File: src/rtl/pcie_scr_pkg.sv
// pcie_scr_pkg: shared constants, block-type enum and LFSR helpers for the
// multi-lane PCIe TX scrambler (pcie_lane_scrambler / pcie_scr_lane).
//   Gen1/2 : 16-bit Galois LFSR, x^16+x^5+x^4+x^3+1, seed 16'hFFFF
//   Gen3   : 23-bit Galois LFSR, x^23+x^21+x^16+x^8+x^5+x^2+1, per-lane seed
// Keystream bits come out of the LFSR MSB and are applied LSB-first to
// each data byte.
package pcie_scr_pkg;

  // Feedback masks: the polynomial terms below the top degree.
  localparam logic [15:0] GEN12_TAPS = 16'h0039;   // x^5 x^4 x^3 1
  localparam logic [22:0] GEN3_TAPS  = 23'h210125; // x^21 x^16 x^8 x^5 x^2 1
  localparam logic [15:0] GEN12_SEED = 16'hFFFF;

  localparam logic [7:0] COM      = 8'hBC;
  localparam logic [7:0] SKP      = 8'h1C;
  localparam logic [7:0] SKPOS_ID = 8'hAA;
  localparam logic [7:0] EIEOS_ID = 8'h00;

  localparam logic [1:0] SYNC_DATA = 2'b01;
  localparam logic [1:0] SYNC_OS   = 2'b10;

  typedef enum logic [2:0] {
    DATA,
    OS,
    SKPOS,
    EIEOS,
    BAD
  } blk_t;

  // Default Gen3 lane seeds; the table repeats every 8 lanes.
  function automatic logic [22:0] default_seed(input int unsigned lane);
    logic [2:0] idx;
    idx = lane[2:0];
    case (idx)
      3'd0:    return 23'h1DBFBC;
      3'd1:    return 23'h0607BB;
      3'd2:    return 23'h1EC760;
      3'd3:    return 23'h18C0DB;
      3'd4:    return 23'h010F12;
      3'd5:    return 23'h19CFC9;
      3'd6:    return 23'h0277CE;
      default: return 23'h1BB807;
    endcase
  endfunction

  function automatic logic [7:0] g12_key(input logic [15:0] st);
    logic [15:0] s;
    logic [7:0]  k;
    s = st;
    k = '0;
    for (int unsigned i = 0; i < 8; i++) begin
      k[i] = s[15];
      s    = {s[14:0], 1'b0} ^ (s[15] ? GEN12_TAPS : 16'h0000);
    end
    return k;
  endfunction

  function automatic logic [15:0] g12_adv(input logic [15:0] st);
    logic [15:0] s;
    s = st;
    for (int unsigned i = 0; i < 8; i++)
      s = {s[14:0], 1'b0} ^ (s[15] ? GEN12_TAPS : 16'h0000);
    return s;
  endfunction

  function automatic logic [7:0] g3_key(input logic [22:0] st);
    logic [22:0] s;
    logic [7:0]  k;
    s = st;
    k = '0;
    for (int unsigned i = 0; i < 8; i++) begin
      k[i] = s[22];
      s    = {s[21:0], 1'b0} ^ (s[22] ? GEN3_TAPS : 23'h000000);
    end
    return k;
  endfunction

  function automatic logic [22:0] g3_adv(input logic [22:0] st);
    logic [22:0] s;
    s = st;
    for (int unsigned i = 0; i < 8; i++)
      s = {s[21:0], 1'b0} ^ (s[22] ? GEN3_TAPS : 23'h000000);
    return s;
  endfunction

  // Classify a Gen3 block from its sync header and symbol 0.
  function automatic blk_t blk_type(input logic [1:0] sync, input logic [7:0] sym0);
    if (sync == SYNC_DATA) return DATA;
    if (sync == SYNC_OS) begin
      if (sym0 == SKPOS_ID) return SKPOS;
      if (sym0 == EIEOS_ID) return EIEOS;
      return OS;
    end
    return BAD;
  endfunction

endpackage

File: src/rtl/pcie_scr_lane.sv
// pcie_scr_lane: one lane of the PCIe TX scrambler. Holds the lane's Gen1/2
// and Gen3 LFSRs plus the latched Gen3 block type, and scrambles SYMS
// symbols per beat. Output data is combinational; the top registers it.
// Optional debug port o_lfsr exists only with PCIE_SCR_DBG_EN defined.
// Ports:
//   pclk, reset_n  clock, async active-low reset
//   i_valid        beat valid (state only moves on valid beats)
//   i_gen3         Gen3 rules when 1, Gen1/2 rules when 0
//   i_reload       gen changed: use reloaded LFSR state for this beat
//   i_start        Gen3 block start on this beat
//   i_disable      pass data through; LFSR still tracks
//   i_cnt          symbol position of this beat's first symbol (0..15)
//   i_sync         lane sync header
//   i_seed         lane Gen3 seed
//   i_data/i_k     lane symbols and K flags
//   o_data         scrambled lane symbols
//   o_lfsr         (debug) LFSR state used for this beat
module pcie_scr_lane
  import pcie_scr_pkg::*;
#(
  parameter int unsigned SYMS = 4
) (
  input  logic                pclk,
  input  logic                reset_n,
  input  logic                i_valid,
  input  logic                i_gen3,
  input  logic                i_reload,
  input  logic                i_start,
  input  logic                i_disable,
  input  logic [3:0]          i_cnt,
  input  logic [1:0]          i_sync,
  input  logic [22:0]         i_seed,
  input  logic [SYMS*8-1:0]   i_data,
  input  logic [SYMS-1:0]     i_k,
  output logic [SYMS*8-1:0]   o_data
`ifdef PCIE_SCR_DBG_EN
  ,
  output logic [22:0]         o_lfsr
`endif
);

  logic [15:0] r_lfsr12;
  logic [22:0] r_lfsr3;
  // r_seeded=0 means the Gen3 LFSR is "at seed"; the seed is taken live
  // from i_seed so reset does not need to load a port value.
  logic        r_seeded;
  blk_t        r_type;

  logic [15:0] w_l12_cur, w_l12_nxt;
  logic [22:0] w_l3_cur, w_l3_nxt;
  blk_t        w_type_new, w_type;
  logic [7:0]  w_sym, w_key;
  logic [3:0]  w_pos;
  logic        w_scr, w_adv;

  always_comb begin
    w_l12_cur  = i_reload ? GEN12_SEED : r_lfsr12;
    w_l3_cur   = (i_reload || !r_seeded) ? i_seed : r_lfsr3;
    w_type_new = blk_type(i_sync, i_data[7:0]);
    w_type     = i_start ? w_type_new : r_type;
    w_l12_nxt  = w_l12_cur;
    w_l3_nxt   = w_l3_cur;
    o_data     = i_data;
    w_sym      = '0;
    w_key      = '0;
    w_pos      = '0;
    w_scr      = 1'b0;
    w_adv      = 1'b0;
    for (int unsigned s = 0; s < SYMS; s++) begin
      w_sym = i_data[s*8 +: 8];
      w_key = '0;
      w_scr = 1'b0;
      w_adv = 1'b0;
      w_pos = i_cnt + 4'(s);
      if (!i_gen3) begin
        if (i_k[s] && (w_sym == COM)) begin
          w_l12_nxt = GEN12_SEED;
        end else if (!(i_k[s] && (w_sym == SKP))) begin
          w_scr     = !i_k[s];
          w_key     = g12_key(w_l12_nxt);
          w_l12_nxt = g12_adv(w_l12_nxt);
        end
      end else begin
        case (w_type)
          DATA:    begin w_scr = 1'b1;             w_adv = 1'b1; end
          OS:      begin w_scr = (w_pos != 4'd0);  w_adv = 1'b1; end
          SKPOS:   begin w_scr = 1'b0;             w_adv = 1'b0; end
          EIEOS:   begin w_scr = 1'b0;             w_adv = 1'b1; end
          default: begin w_scr = 1'b0;             w_adv = 1'b1; end
        endcase
        if (w_adv) begin
          w_key    = g3_key(w_l3_nxt);
          w_l3_nxt = g3_adv(w_l3_nxt);
        end
        if ((w_type == EIEOS) && (w_pos == 4'd15))
          w_l3_nxt = i_seed;
      end
      if (w_scr && !i_disable)
        o_data[s*8 +: 8] = w_sym ^ w_key;
    end
  end

`ifdef PCIE_SCR_DBG_EN
  assign o_lfsr = i_gen3 ? w_l3_cur : {7'd0, w_l12_cur};
`endif

  always_ff @(posedge pclk or negedge reset_n) begin
    if (!reset_n) begin
      r_lfsr12 <= GEN12_SEED;
      r_lfsr3  <= '0;
      r_seeded <= 1'b0;
      r_type   <= BAD;
    end else if (i_valid) begin
      if (i_gen3) begin
        r_lfsr3  <= w_l3_nxt;
        r_seeded <= 1'b1;
        if (i_reload) r_lfsr12 <= GEN12_SEED;
        if (i_start)  r_type   <= w_type_new;
      end else begin
        r_lfsr12 <= w_l12_nxt;
        if (i_reload) r_seeded <= 1'b0;
      end
    end else if (i_reload) begin
      r_lfsr12 <= GEN12_SEED;
      r_seeded <= 1'b0;
    end
  end

endmodule

File: src/rtl/pcie_lane_scrambler.sv
// pcie_lane_scrambler: multi-lane PCIe TX scrambler between the byte
// stripper / ordered-set generator and the PIPE TX interface. Gen1/2 uses
// the 8b/10b LFSR (COM reset, SKP hold); Gen3 uses per-lane seeded
// 128b/130b LFSRs with block-type aware scrambling. Fixed 1-cycle latency.
// Optional feature macro: PCIE_SCR_DBG_EN adds dbg_lfsr (LANES*23).
// Ports:
//   pclk, reset_n    clock, async active-low reset
//   gen              link rate (1,2,3; >3 treated as 3)
//   scr_disable      pass-through, LFSR keeps tracking
//   in_valid/in_data/in_k/in_block_start/in_sync/lane_seed   input beat
//   out_valid/out_data/out_k/out_block_start/out_sync        registered out
//   err_misalign     sticky: block start seen mid-block
//   dbg_lfsr         (debug) per-lane LFSR state, Gen1/2 zero-extended
module pcie_lane_scrambler
  import pcie_scr_pkg::*;
#(
  parameter int unsigned LANES = 4,
  parameter int unsigned SYMS  = 4
) (
  input  logic                    pclk,
  input  logic                    reset_n,
  input  logic [2:0]              gen,
  input  logic                    scr_disable,
  input  logic                    in_valid,
  input  logic [LANES*SYMS*8-1:0] in_data,
  input  logic [LANES*SYMS-1:0]   in_k,
  input  logic                    in_block_start,
  input  logic [LANES*2-1:0]      in_sync,
  input  logic [LANES*23-1:0]     lane_seed,
  output logic                    out_valid,
  output logic [LANES*SYMS*8-1:0] out_data,
  output logic [LANES*SYMS-1:0]   out_k,
  output logic                    out_block_start,
  output logic [LANES*2-1:0]      out_sync,
  output logic                    err_misalign
`ifdef PCIE_SCR_DBG_EN
  ,
  output logic [LANES*23-1:0]     dbg_lfsr
`endif
);

  logic [1:0]              r_gen;
  logic [3:0]              r_cnt;
  logic                    r_err;
  logic                    r_out_valid;
  logic [LANES*SYMS*8-1:0] r_out_data;
  logic [LANES*SYMS-1:0]   r_out_k;
  logic                    r_out_bs;
  logic [LANES*2-1:0]      r_out_sync;

  logic [1:0]              w_gen_n;
  logic                    w_gen3;
  logic                    w_reload;
  logic                    w_start;
  logic                    w_misalign;
  logic [3:0]              w_cnt;
  logic [LANES*SYMS*8-1:0] w_data;

  assign w_gen_n    = (gen > 3'd3) ? 2'd3 : gen[1:0];
  assign w_gen3     = (w_gen_n == 2'd3);
  assign w_reload   = (w_gen_n != r_gen);
  assign w_start    = in_valid && in_block_start && w_gen3;
  // A gen change clears the counter first, so a block start on that same
  // beat is aligned by definition.
  assign w_misalign = w_start && !w_reload && (r_cnt != 4'd0);
  assign w_cnt      = (w_reload || w_start) ? 4'd0 : r_cnt;

`ifdef PCIE_SCR_DBG_EN
  logic [LANES*23-1:0] w_lfsr;
  logic [LANES*23-1:0] r_dbg;
  assign dbg_lfsr = r_dbg;
`endif

  for (genvar l = 0; l < LANES; l++) begin : g_lane
    pcie_scr_lane #(
      .SYMS(SYMS)
    ) u_lane (
      .pclk      (pclk),
      .reset_n   (reset_n),
      .i_valid   (in_valid),
      .i_gen3    (w_gen3),
      .i_reload  (w_reload),
      .i_start   (w_start),
      .i_disable (scr_disable),
      .i_cnt     (w_cnt),
      .i_sync    (in_sync[l*2 +: 2]),
      .i_seed    (lane_seed[l*23 +: 23]),
      .i_data    (in_data[l*SYMS*8 +: SYMS*8]),
      .i_k       (in_k[l*SYMS +: SYMS]),
      .o_data    (w_data[l*SYMS*8 +: SYMS*8])
`ifdef PCIE_SCR_DBG_EN
      ,
      .o_lfsr    (w_lfsr[l*23 +: 23])
`endif
    );
  end

  always_ff @(posedge pclk or negedge reset_n) begin
    if (!reset_n) begin
      r_gen       <= '0;
      r_cnt       <= '0;
      r_err       <= 1'b0;
      r_out_valid <= 1'b0;
      r_out_data  <= '0;
      r_out_k     <= '0;
      r_out_bs    <= 1'b0;
      r_out_sync  <= '0;
`ifdef PCIE_SCR_DBG_EN
      r_dbg       <= '0;
`endif
    end else begin
      r_gen       <= w_gen_n;
      r_out_valid <= in_valid;
      r_out_data  <= w_data;
      r_out_k     <= in_k;
      r_out_bs    <= in_block_start;
      r_out_sync  <= in_sync;
      if (w_misalign) r_err <= 1'b1;
      if (in_valid)      r_cnt <= w_cnt + 4'(SYMS);
      else if (w_reload) r_cnt <= '0;
`ifdef PCIE_SCR_DBG_EN
      r_dbg       <= w_lfsr;
`endif
    end
  end

  assign out_valid       = r_out_valid;
  assign out_data        = r_out_data;
  assign out_k           = r_out_k;
  assign out_block_start = r_out_bs;
  assign out_sync        = r_out_sync;
  assign err_misalign    = r_err;

endmodule

File: config.mk
export PLATFORM = sky130hd
export DESIGN_NAME = pcie_lane_scrambler
export DESIGN_NICKNAME = d
export VERILOG_FILES = /design/src/rtl/pcie_scr_pkg.sv /design/src/rtl/pcie_scr_lane.sv /design/src/rtl/pcie_lane_scrambler.sv
export SDC_FILE = /design/constraint.sdc
export NUM_CORES = 2
export LEC_CHECK = 0
export ABC_AREA = 0
export CAP_MARGIN = 25
export CORE_MARGIN = 4
export CORE_UTILIZATION = 40
export CTS_CLUSTER_SIZE = 14
export DETAILED_ROUTE_END_ITERATION = 16
export SLEW_MARGIN = 5
export SYNTH_ARGS = -nofsm -noshare
export SYNTH_HDL_FRONTEND = slang
export SYNTH_SLANG_ARGS = --single-unit
File: constraint.sdc
create_clock -name pclk -period 7.04 [get_ports pclk]
set_input_delay 1.408 -clock pclk [delete_from_list [all_inputs] [get_ports pclk]]
set_output_delay 1.408 -clock pclk [all_outputs]
set_load 0.02 [all_outputs]
==> metrics.txt <==
Worst Reg-to-Reg Cells=26; Synth Register Bits=333; Ports=407; Worst setup SP type=primary input; fin nets=6730; met2 wire len=93700 um; R2R Setup Slk=0.60 ns; clock tree from TritonCTS=yes; vias in the first global route=45500; chip height=322 um; sequential element share of the synthesized area=0.213; worst slew pin tran=1.04 ns; final setup margin=0.0854 ns; initial core utilization=0.402; DR vias/cell=6.05; Initial DRT Pass Iterations=6; Vias=47100; PortBufs=406; DR WL/cell=27.0 um; clock root buffer=clkbuf_16; initial antenna violation count=3; die area=104000 um^2; first-pass GRT wire length=304000 um; fillers=9574; cells after synthesis=5283; Die Width=322 um; Tcrit/Tclk final=0.988; predominant post-synthesis flop cell=dfrtp_1; maximum clock rate=0.144 GHz; FP Rows=115; clock sinks=333; crit path capture type=flop; Synthesis Warnings=0; total CTS buffers=44; total gr overflow=0; skew final=0.0259 ns; antenna viol nets, final=0; Clock Tree Buf Depth=3; final std cells w/o fill=7793; post-route cell area=55100 um^2; max-slew violations=0; fin crit period=6.95 ns; core area=98300 um^2; worst hold-check path type=reg2reg; worst skew pair latency=0.66 ns; post-synth cell types=116; Syn Area/Cell=7.48 um^2; async set or reset register ratio after synthesis=1.00; Post-synth EDFFs=0; Slew HR=0.305; Critical Path RT=7.58 ns; reg2reg start=r_gen[0]; # DRC=0; worst setup path start=in_valid; DP Wirelength=165000 um; Final Hold Fails=0; synth-to-layout area growth=39.4%; synthesized cell area=39500 um^2; Tot Pwr=42.6 mW; status=finished clean; # setup viols final=0; Peak VDD IR=1.22 mV; Leak Pwr=23.1 nW; DP Worst Slack=-0.818 ns; GRT Util Overall=0.388; worst-path maximum fanout=11; final WL=210000 um; Starting DRT DRC Count=5175; max cap viols=0; crit path DAT=7.50 ns; Placed Area=52600 um^2; clock slew at reported path FFs=0.06 ns; M1 WL=83400 um; Pwr Density=773 nW/um^2; DR top layer=met5; CP endpoint=g_lane[3].u_lane.r_lfsr3[9]; largest net degree at the start of global routing=153; reg2reg end=g_lane[3].u_lane.r_lfsr3[9]; DR WL met3=19600 um; setup TNS=0 ns; Cells after DPL=7665; H-Tree Depth=2; GP Congestion=1.04; Final Core Density=0.561; Crit Path Class=in2reg; Hold WS=0.498 ns; share of cells above drive strength 1=0.231; syn_nets=5547
[report_power, final]
group          internal, mW  switching [mW]
clock network          1.54            1.06
logic                  18.4            18.2
registers              2.65           0.679
total                  22.6            20.0
[registers in the layout, summed over array words and instances (netlist names)]
register                flops
err_misalign                1
out_data                  128
g_lane.u_lane.r_seeded      4
r_gen                       2
out_sync                    8
out_valid                   1
r_cnt                       4
g_lane.u_lane.r_lfsr3      92
g_lane.u_lane.r_lfsr12     64
out_k                      16
out_block_start             1
g_lane.u_lane.r_type       12
[critical path, stage by stage]
cell and delay [ns]:
clkdlybuf4s50_1 0.42, buf_4 0.21, and2_2 0.25, buf_4 0.15, a21boi_1 0.31, nor2_4 0.05
inv_1 0.12, buf_4 0.15, a211oi_4 0.04, buf_4 0.16, a311oi_4 0.41, and2_4 0.23
o21ai_1 0.14, or3_1 0.43, a21boi_4 0.19, nor2_2 0.08, o311a_4 0.40, or3_4 0.38
a211o_1 0.33, and4_4 0.19, a211oi_4 0.34, xor2_4 0.30, xor2_4 0.24, xnor3_1 0.35
o21ai_2 0.16, nand3_2 0.07
[cell usage after synthesis, drive strengths merged, types with 10 or more instances]
cell type	instances	area, um^2
xnor2	687	6170
nand2	654	2460
nor2	562	2130
a21oi	466	2370
o21ai	462	2350
xor2	363	3300
clkbuf	277	1040
dfrtp	265	6630
o22ai	144	901
mux2i	126	1280
a22oi	96	721
nand3	92	460
buf	88	413
nor3	88	465
dfstp	68	1790
o211ai	65	503
inv	63	236
a211oi	53	435
or3	33	211
a31oi	32	200
o221ai	32	305
nand2b	30	188
and2	28	175
and3	28	175
o22a	28	245
a221oi	26	240
o31ai	23	206
xnor3	23	519
a22o	20	175
o21a	20	150
nor4	18	113
a21o	17	128
mux2	17	191
nand4	17	106
a221o	15	151
a32oi	13	114
o32ai	13	114
a21boi	12	93.8
ha	12	150
or2	11	68.8
a2bb2oi	10	87.6
a32o	10	100
o2111ai	10	87.6
[worst min path at each step]
stage	cells past startpoint	slack [ns]	endpoint	start
detailed placement	2	0.48	g_lane[0].u_lane.r_type[1]	g_lane[0].u_lane.r_type[1]
global placement	2	0.47	g_lane[0].u_lane.r_type[1]	g_lane[0].u_lane.r_type[1]
finish	2	0.50	g_lane[0].u_lane.r_type[1]	g_lane[0].u_lane.r_type[1]
CTS	2	0.50	g_lane[0].u_lane.r_type[1]	g_lane[0].u_lane.r_type[1]
global route	2	0.53	g_lane[0].u_lane.r_lfsr3[0]	g_lane[0].u_lane.r_lfsr3[0]
floorplan	2	0.45	g_lane[0].u_lane.r_type[1]	g_lane[0].u_lane.r_type[1]
[layout by cell type (no fill, tap or decap), types with 20 or more instances in the layout]
master and count:
o221ai_1 25, o22ai_1 142, o21ai_0 411, buf_4 1060, nor2_1 552, clkdlybuf4s50_1 391, o211ai_1 62, clkbuf_16 45
or3_1 26, nand2_1 645, and3_1 27, dfrtp_1 265, nand3_1 87, buf_12 24, dfstp_2 68, xor2_1 343
o22a_1 28, nor3_1 74, xnor2_1 656, a31oi_1 31, o21ai_1 40, xnor2_2 21, nand2b_1 30, a21oi_1 446
and2_1 20, a221oi_1 23, a22oi_1 96, inv_1 58, mux2i_1 118, a211oi_1 47
[cells by family (layout without fill, tap and decap cells)]
| group | count (synthesis) | in the layout | share of synthesized area |
|---|---|---|---|
| AOI/OAI and AO/OA | 1663 | 1663 | 0.268 |
| xor gates and xnor gates | 1078 | 1078 | 0.256 |
| adders and majority gates | 12 | 12 | 0.00380 |
| buffers and inverters | 429 | 1647 | 0.0428 |
| DFF | 333 | 333 | 0.213 |
| muxes | 143 | 143 | 0.0372 |
| other | 0 | 5 | 0 |
| and+or+nand+nor | 1625 | 1625 | 0.179 |
[what timing repair did]
action                     CTS  global route
pin swaps                   22            51
gates cloned                 0             0
setup buffers               11            30
hold buffers                 0             0
setup endpoints to repair   44            95
gates resized for setup     36            94
[per-layer routing]
metal  vias up  global-route usage
li1      21100                   -
met2      2716               0.618
met5         -                   0
met1     22600               0.501
met4         2               0.212
met3       645              0.0693
[cell type report]
| cell class | instances | area [um^2] | area share |
|---|---|---|---|
| multi-input combinational | 4521 | 30500 | 0.554 |
| tap | 1287 | 1610 | 0.0292 |
| antenna | 5 | 12.5 | 0.000227 |
| clock buffer | 52 | 1180 | 0.0215 |
| clock inverter | 29 | 410 | 0.00745 |
| sequential | 333 | 8420 | 0.153 |
| inverter | 64 | 243 | 0.00441 |
| timing repair buffer | 1502 | 12700 | 0.230 |
Power figures use the tool's default switching activity.
